## src/rtl/uart_byte_tx.sv

```systemverilog
// uart_byte_tx: 8N1 serial transmitter with selectable baud rate.
// A byte is accepted with a single-cycle Send_en pulse while idle. It is sent
// as a start bit, eight data bits LSB first, and a stop bit. The serial line
// and the status flags are flop outputs, so the line cannot glitch inside a bit.
module uart_byte_tx #(
    parameter int unsigned CLK_FREQ_HZ = 50_000_000
) (
    input  logic       Clk,
    input  logic       Reset,
    input  logic [2:0] Baud_set,
    input  logic [7:0] Data,
    input  logic       Send_en,
    output logic       usart_tx,
    output logic       Tx_busy,
    output logic       Tx_Done
);

    typedef enum logic [1:0] {
        IDLE  = 2'd0,
        START = 2'd1,
        DATA  = 2'd2,
        STOP  = 2'd3
    } state_t;

    // Bit periods in clock cycles. The divider runs 0..N-1, so the terminal count is N-1.
    localparam int unsigned N_9600   = CLK_FREQ_HZ / 32'd9600;
    localparam int unsigned N_19200  = CLK_FREQ_HZ / 32'd19200;
    localparam int unsigned N_38400  = CLK_FREQ_HZ / 32'd38400;
    localparam int unsigned N_57600  = CLK_FREQ_HZ / 32'd57600;
    localparam int unsigned N_115200 = CLK_FREQ_HZ / 32'd115200;

    localparam logic [12:0] TC_9600   = 13'(N_9600   - 32'd1);
    localparam logic [12:0] TC_19200  = 13'(N_19200  - 32'd1);
    localparam logic [12:0] TC_38400  = 13'(N_38400  - 32'd1);
    localparam logic [12:0] TC_57600  = 13'(N_57600  - 32'd1);
    localparam logic [12:0] TC_115200 = 13'(N_115200 - 32'd1);

    // Maps a rate select code to its divider terminal count; unused codes fall back to 9600.
    function automatic logic [12:0] baud_tc(input logic [2:0] sel);
        logic [12:0] tc;
        case (sel)
            3'd0:    tc = TC_9600;
            3'd1:    tc = TC_19200;
            3'd2:    tc = TC_38400;
            3'd3:    tc = TC_57600;
            3'd4:    tc = TC_115200;
            default: tc = TC_9600;
        endcase
        return tc;
    endfunction

    state_t      state_q;
    logic [12:0] div_cnt_q;
    logic [2:0]  bit_cnt_q;
    logic [7:0]  shift_q;
    logic [2:0]  baud_q;
    logic        tx_q;
    logic        busy_q;
    logic        done_q;
    logic        div_last_s;

    // Flag the last cycle of the current bit, using the rate latched at acceptance.
    always_comb begin
        div_last_s = 1'b0;
        if (div_cnt_q == baud_tc(baud_q)) begin
            div_last_s = 1'b1;
        end else begin
            div_last_s = 1'b0;
        end
    end

    // Frame sequencer: owns the divider, bit counter, shift register and all outputs.
    always_ff @(posedge Clk) begin
        if (Reset) begin
            state_q   <= IDLE;
            div_cnt_q <= 13'd0;
            bit_cnt_q <= 3'd0;
            shift_q   <= 8'd0;
            baud_q    <= 3'd0;
            tx_q      <= 1'b1;
            busy_q    <= 1'b0;
            done_q    <= 1'b0;
        end else begin
            done_q <= 1'b0;
            case (state_q)
                IDLE: begin
                    div_cnt_q <= 13'd0;
                    if (Send_en) begin
                        shift_q <= Data;
                        baud_q  <= Baud_set;
                        tx_q    <= 1'b0;
                        busy_q  <= 1'b1;
                        state_q <= START;
                    end else begin
                        tx_q    <= 1'b1;
                        busy_q  <= 1'b0;
                    end
                end
                START: begin
                    if (div_last_s) begin
                        div_cnt_q <= 13'd0;
                        bit_cnt_q <= 3'd0;
                        tx_q      <= shift_q[0];
                        state_q   <= DATA;
                    end else begin
                        div_cnt_q <= div_cnt_q + 13'd1;
                    end
                end
                DATA: begin
                    if (div_last_s) begin
                        div_cnt_q <= 13'd0;
                        if (bit_cnt_q == 3'd7) begin
                            tx_q    <= 1'b1;
                            state_q <= STOP;
                        end else begin
                            bit_cnt_q <= bit_cnt_q + 3'd1;
                            tx_q      <= shift_q[bit_cnt_q + 3'd1];
                        end
                    end else begin
                        div_cnt_q <= div_cnt_q + 13'd1;
                    end
                end
                STOP: begin
                    if (div_last_s) begin
                        div_cnt_q <= 13'd0;
                        tx_q      <= 1'b1;
                        busy_q    <= 1'b0;
                        done_q    <= 1'b1;
                        state_q   <= IDLE;
                    end else begin
                        div_cnt_q <= div_cnt_q + 13'd1;
                    end
                end
                default: begin
                    div_cnt_q <= 13'd0;
                    tx_q      <= 1'b1;
                    busy_q    <= 1'b0;
                    state_q   <= IDLE;
                end
            endcase
        end
    end

    assign usart_tx = tx_q;
    assign Tx_busy  = busy_q;
    assign Tx_Done  = done_q;

endmodule

```

## config.mk

```make
export PLATFORM = sky130hd
export DESIGN_NAME = uart_byte_tx
export DESIGN_NICKNAME = d
export VERILOG_FILES = /design/src/rtl/uart_byte_tx.sv
export SDC_FILE = /design/constraint.sdc
export NUM_CORES = 1
export LEC_CHECK = 0
export CAP_MARGIN = 40
export CORE_UTILIZATION = 55
export DETAILED_ROUTE_END_ITERATION = 8
export PLACE_DENSITY = 0.77
export SYNTH_ARGS = -nofsm -noshare
export SYNTH_HDL_FRONTEND = slang
export SYNTH_SLANG_ARGS = --single-unit
```

## constraint.sdc

```tcl
create_clock -name Clk -period 2.6 [get_ports Clk]
set_clock_uncertainty 0.05 [all_clocks]
set_input_delay 0.39 -clock Clk [delete_from_list [all_inputs] [get_ports Clk]]
set_output_delay 0.39 -clock Clk [all_outputs]
set_load 0.03 [all_outputs]
```

; After elaboration in Yosys (flattened, before gate mapping)
; Cells that the tools add are included.
[totals]
regBits = 32
latch_bits = 0
mem_bits_rw = 0
mem_bits_ro = 0
in_bits = 14
output_inout_bits = 3
wordCells = 63
n_memories = 0
[op_classes]
add_sub_neg = 2
multipliers = 0
div = 0
magnitude_cmp = 1
n_eq_ne = 15
shifts = 0
n_mux = 26
bitwise_logic = 1
n_reduce_logical = 10
[op_table]
columns = cell, count
row1 = one-hot mux 13 bit (4 select lines), 1
row2 = one-hot mux 13 bit (2 select lines), 1
row3 = "adder 13 x 1 -> 13 bit, second input constant", 1
row4 = == test 13 bit, 1
row5 = two-way mux 13 bit, 1
row6 = "!= test 2 bit, second input constant", 6
row7 = two-way mux 1 bit, 10
row8 = two-way mux 2 bit, 5
row9 = two-way mux 3 bit, 3
row10 = one-hot mux 2 bit (4 select lines), 1
row11 = "== test 3 x 2 -> 1 bit, second input constant", 2
row12 = "== test 3 bit, second input constant", 2
row13 = one-hot mux 3 bit (2 select lines), 1
row14 = AND reduction 5 bit, 1
row15 = "== test 2 bit, second input constant", 2
row16 = "less-than comparator 3 x 4 -> 1 bit, second input constant", 1
row17 = one-hot mux 1 bit (4 select lines), 1
row18 = AND reduction 2 bit, 2
row19 = AND reduction 4 bit, 1
row20 = nonzero test 2 bit, 2
row21 = "adder 3 x 1 -> 3 bit, second input constant", 1
row22 = binary-select mux 1 bit (select 3 bit), 1
row23 = "== test 3 x 1 -> 1 bit, second input constant", 1
row24 = AND reduction 3 bit, 1
row25 = other kinds (6), 6

; Longest topological paths before layout
[logic_depth]
depth_word = 6
depth_mapped = 9
ltp_nobuf = 8

; Worst setup path after synthesis
; No wires, ideal clock.
[synth_path]
path_kind = register to register
from = register bit_cnt_q[0]
to = register tx_q, in the netlist usart_tx
setup_ns = 0.121
arrival_time_ns = 1.779
t_required_ns = 2.429
slack_ns = 0.649
path_stages_with_launch = 8
n_path_buf = 0
synth_period_minus_slack_ns = 1.951
path_cell_list = dfxtp_1 > ha_1 > mux4_2 > mux2_2 > o21ai_0 > a31oi_1 > nor2_1 > mux2i_1
[synth_via]
elab_chain_cells = 6
word_cells_on_any_way = 7
classes_between = 1 x add/sub / 1 x eq/ne / 5 x mux
[synth_lines]
columns = item, line_no
row1 = start: declaration, 54  ; logic [2:0] bit_cnt_q;
row2 = start signal: assignment, 116  ; bit_cnt_q <= bit_cnt_q + 3'd1;
row3 = adder 3 x 1 -> 3 bit, 117  ; tx_q <= shift_q[bit_cnt_q + 3'd1];
row4 = binary-select mux 1 bit (select 3 bit), 117
row5 = two-way mux 1 bit (not written as such), 117
row6 = two-way mux 1 bit *, 112  ; if (bit_cnt_q == 3'd7) begin
row7 = two-way mux 1 bit *, 110  ; if (div_last_s) begin
row8 = one-hot mux 1 bit (4 select lines) *, 85  ; case (state_q)
row9 = end signal: assignment, 103  ; tx_q <= shift_q[0];
row10 = end signal: assignment, 117
row11 = end: declaration, 57  ; logic tx_q;
; Mark *: on every way between the ends. The rest lies on a longest branch, timed or not. The select of a mux whose other input is x is not followed.
; A chain may end at the register's enable or synchronous reset.

; Worst setup path in the final report
[layout_path]
from = register baud_q[0]
to = register div_cnt_q[10]
[layout_via]
elab_chain_cells = 6
word_cells_on_any_way = 9
classes_between = 5 x eq/ne / 4 x mux
[layout_lines]
columns = item, line_no
row1 = start: declaration, 56  ; logic [2:0] baud_q;
row2 = start signal: assignment, 90  ; baud_q <= Baud_set;
row3 = == test 3 bit (tied with other cells), 41  ; case (sel)
row4 = one-hot mux 13 bit (4 select lines) *, 41
row5 = == test 13 bit *, 65  ; if (div_cnt_q == baud_tc(baud_q)) begin
row6 = two-way mux 1 bit *, 65
row7 = two-way mux 13 bit *, "100, 110, 124"
row8 = one-hot mux 13 bit (2 select lines) *, 85
row9 = end signal: assignment, 106  ; div_cnt_q <= div_cnt_q + 13'd1;
row10 = end signal: assignment, 120  ; div_cnt_q <= div_cnt_q + 13'd1;
row11 = end signal: assignment, 131  ; div_cnt_q <= div_cnt_q + 13'd1;
row12 = end: declaration, 53  ; logic [12:0] div_cnt_q;
; Mark *: on every way between the ends. The rest lies on a longest branch, timed or not.

==> implementation parameters <==
Parameter                              Value

GRT
  Global-route wire length before repair ... roughly 6200 microns
  Pin count of the biggest net entering global routing ... 19
  Antenna violations before repair ... 0
  Overflow left after global routing ... 0
  Via count of the first global-routing pass ... between 1000 and 1500
  Global Route Usage Sum ... between 20% and 30%

Clocking
  Clock transition at the registers of the reported paths ... ~0.11 ns
  Source-to-sink clock delay at the later pin of the worst-skew pair ... about 0.33 ns
  Cells resized by post-CTS repair ... 0
  Library cell used as clock root buffer ... clkbuf_4
  Total number of H-tree levels ... 2
  Clock tree from TritonCTS ... yes
  CTS sink cnt ... 32
  Number of post-CTS setup repair buffers ... 0
  Maximum clock insertion buffer count ... 2
  Count of hold-fix buffers inserted at cts ... 0
  Number of CTS-inserted buffers ... 5

Floorplan
  # rows ... 20
  Num ports ... 17
  Vertical die dimension ... 60.7 microns
  Die Area ... roughly 3700 sq um
  Overall die width ... ~60 microns
  Core area ... roughly 3200 sq um
  Initial standard-cell utilization of the core ... about 60%

STA
  Final hold violation count ... 0
  Peak clock frequency supported by timing ... between 0.4 and 0.5 GHz
  Clock period minus final worst setup slack ... 2.27 ns
  TNS Setup ... 0 ns
  Number of failing setup endpoints in the final timing report ... 0
  Final max-slew violation count ... 0
  RSZ-0062 raised after global routing ... false
  Relative slew slack ... between 70 and 80%
  Transition at the pin with the smallest max-transition slack ... approximately 0.42 ns
  Worst Slack Setup Final ... around 0.33 ns
  Fraction of the cycle the final worst path needs ... between 80% and 90%

Placement
  Worst slack, placed ... around 0.35 ns
  Gpl congestion ... about 0.93
  Post-placement cell area ... between 2000 and 2500 sq um
  Count of buffers from port buffering ... 16
  DP Wirelength ... between 2000 and 3000 microns

Synthesis
  Post-synthesis cell area ... 1900 sq um
  Area leader, netlist ... dfxtp_1
  Register bit total from synthesis ... 32
  Largest cells by area after synthesis ... dfxtp_1 (34%), nand2_1 (6.7%), a21oi_1 (4.7%)
  Syn Inst Count ... about 220
  Mean instance size in the synthesized netlist ... between 8 and 9 sq um
  Leading cell type by number of instances after synthesis ... nand2_1
  Share of the synthesized area in the top cell type ... about a third
  Commonest cells in the synthesized netlist ... nand2_1 (34), dfxtp_1 (32), a21oi_1 (18), nor2_1 (16), nor2_2 (9)
  Count of flip-flops with a built-in enable after synthesis ... 0
  Yosys warnings ... 0
  Number of nets produced by synthesis ... around 240
  Fraction of the yosys area taken by sequential cells ... 33.8%
  Number of distinct standard cells referenced by the synthesized netlist ... 48
  Share of synthesized flip-flops with an asynchronous set or reset ... 0%
  Top FF cell, synth ... dfxtp_1

Layout
  Fraction of final layout cells sized beyond drive strength 1 ... between 10 and 15%
  Diodes inserted ... 0
  Final Net Count ... 253
  Final non-filler cell area ... 2090 sq um
  Register Area ... ~640 sq um
  # fillers ... ~280
  Multi-input logic area ... between 1000 and 1500 sq um
  Signed area change from the synthesized netlist to the final layout ... 9.96%

Worst setup path
  Worst endpoint required time ... approximately 2.8 ns
  Type of element launching the critical path ... flop
  Category of the most critical setup path ... reg2reg
  Worst setup EP type ... flop
  Maximum fanout count along the critical path ... 13
  Arrival @ worst endpoint ... about 2.4 ns

Route
  Via/cell ratio ... between 5 and 6
  Post-detailed-route DRC marker count ... 0
  Detailed-routing iteration count for the pre-antenna-repair pass ... 4
  Wirelength, routed ... 3740 microns
  Per-cell routed wire length ... ~14 microns
  Drt first-iter violations ... between 100 and 150
  Antenna viol nets, final ... 0
  Total number of vias ... 1591

Power and ir drop
  Total internal power ... about 1000 uW
  Fraction of power consumed by sequential logic ... about 40%
  Leakage power of the design ... 0.753 nW
  Power Dens Cells ... between 700 and 800 nW/um^2
  Pwr Total ... 1.58 mW
  Power share of the clock group ... between 20% and 30%
  Total net switching power ... between 500 and 600 uW
  Switching Share ... 36.9%
  Combinational group share of total power ... 36.4%
  Peak supply drop ... between 0.4 and 0.5 mV

Outcome
  Status ... finished, final reports clean

Worst hold path
  Class of the tightest hold or removal check ... reg2reg

Run
  Max-cap violations ... 0
layout by cell type, fill, tap and decap left out, types with 2 or more instances in the layout:
master           count
nand2_1             34
dfxtp_1             32
a21oi_1             18
nor2_1              16
clkdlybuf4s50_1     16
nor2_2               9
mux2i_1              8
xnor2_1              8
ha_1                 7
inv_1                6
nand2b_1             6
nand3_1              6
nor3b_1              5
a31oi_1              5
nor3_1               5
clkbuf_4             5
nor2b_1              4
o21ai_0              4
xor2_1               4
nand3b_1             3
nor4b_1              2
and4b_1              2
o211ai_1             2
mux4_2               2
final cells by class:
type | count | area share, %
Sequential cell | 32 | 30.7
Clock inverter | 2 | 1.68
Timing Repair Buffer | 17 | 8.04
Tap cell | 44 | 2.64
Multi-Input combinational cell | 170 | 53.9
Clock buffer | 6 | 1.98
Inverter | 6 | 1.08
critical path, cell delays in order, from the launching register on:
cell and delay [ns]:
dfxtp_1 0.44, or4_1 0.56, o211ai_1 0.11, o211ai_1 0.11, and4b_1 0.48, a211o_4 0.31, nor2_1 0.08
layer usage:
| metal | global-route usage (%) | share of wire, % | vias up |
|---|---|---|---|
| met3 | 6.18 | 4.9 | 8 |
| met5 | 0 | 0 | - |
| met2 | 35.6 | 47 | 49 |
| met1 | 29.7 | 47 | 750 |
| li1 | - | - | 784 |
| met4 | 10.1 | 1.4 | 0 |
sequential cells by signal, indices dropped and copies added, names as in the netlist:
name       cells
state_q        2
bit_cnt_q      3
baud_q         3
Tx_busy        1
usart_tx       1
Tx_Done        1
shift_q        8
div_cnt_q     13
final timing paths:
| check | depth (start not counted) | endpoint | startpoint | slack (ns) |
|---|---|---|---|---|
| max | 6 | div_cnt_q[10]$_SDFF_PP0_ | baud_q[0]$_SDFFE_PP0P_ | 0.33 |
| min | 2 | shift_q[6]$_SDFFE_PP0P_ | shift_q[6]$_SDFFE_PP0P_ | 0.41 |
| max reg2reg | 6 | div_cnt_q[10]$_SDFF_PP0_ | baud_q[0]$_SDFFE_PP0P_ | 0.33 |
| min reg2reg | 2 | shift_q[6]$_SDFFE_PP0P_ | shift_q[6]$_SDFFE_PP0P_ | 0.41 |
metrics by stage:
step	instances	util (%)	hold slack (ns)
6_report	277	66.2	0.407
5_1_grt	277	66.2	0.430
4_1_cts	277	66.2	0.412
3_5_place_dp	269	63.7	0.398
3_3_place_gp	269	63.7	0.394
2_1_floorplan	223	-	0.383
power groups by stage:
stage	Combinational (mW)	Sequential (mW)	Clock, mW
floorplan	0.483	0.623	0
global placement	0.561	0.630	0
detailed placement	0.568	0.638	0
CTS	0.570	0.626	0.383
global route	0.639	0.638	0.402
finish	0.574	0.628	0.376
cell families after synthesis:
logic type / after synthesis / synth area share, %
flip-flops: 32 / 33.8
adder cells (fa/ha/maj): 7 / 4.62
multiplexers: 11 / 7.19
XOR/XNOR: 12 / 5.54
buffers and inverters: 21 / 6.99
AO/OA/AOI/OAI: 38 / 13.4
AND/OR/NAND/NOR: 102 / 28.5
Power figures use the tool's default switching activity.
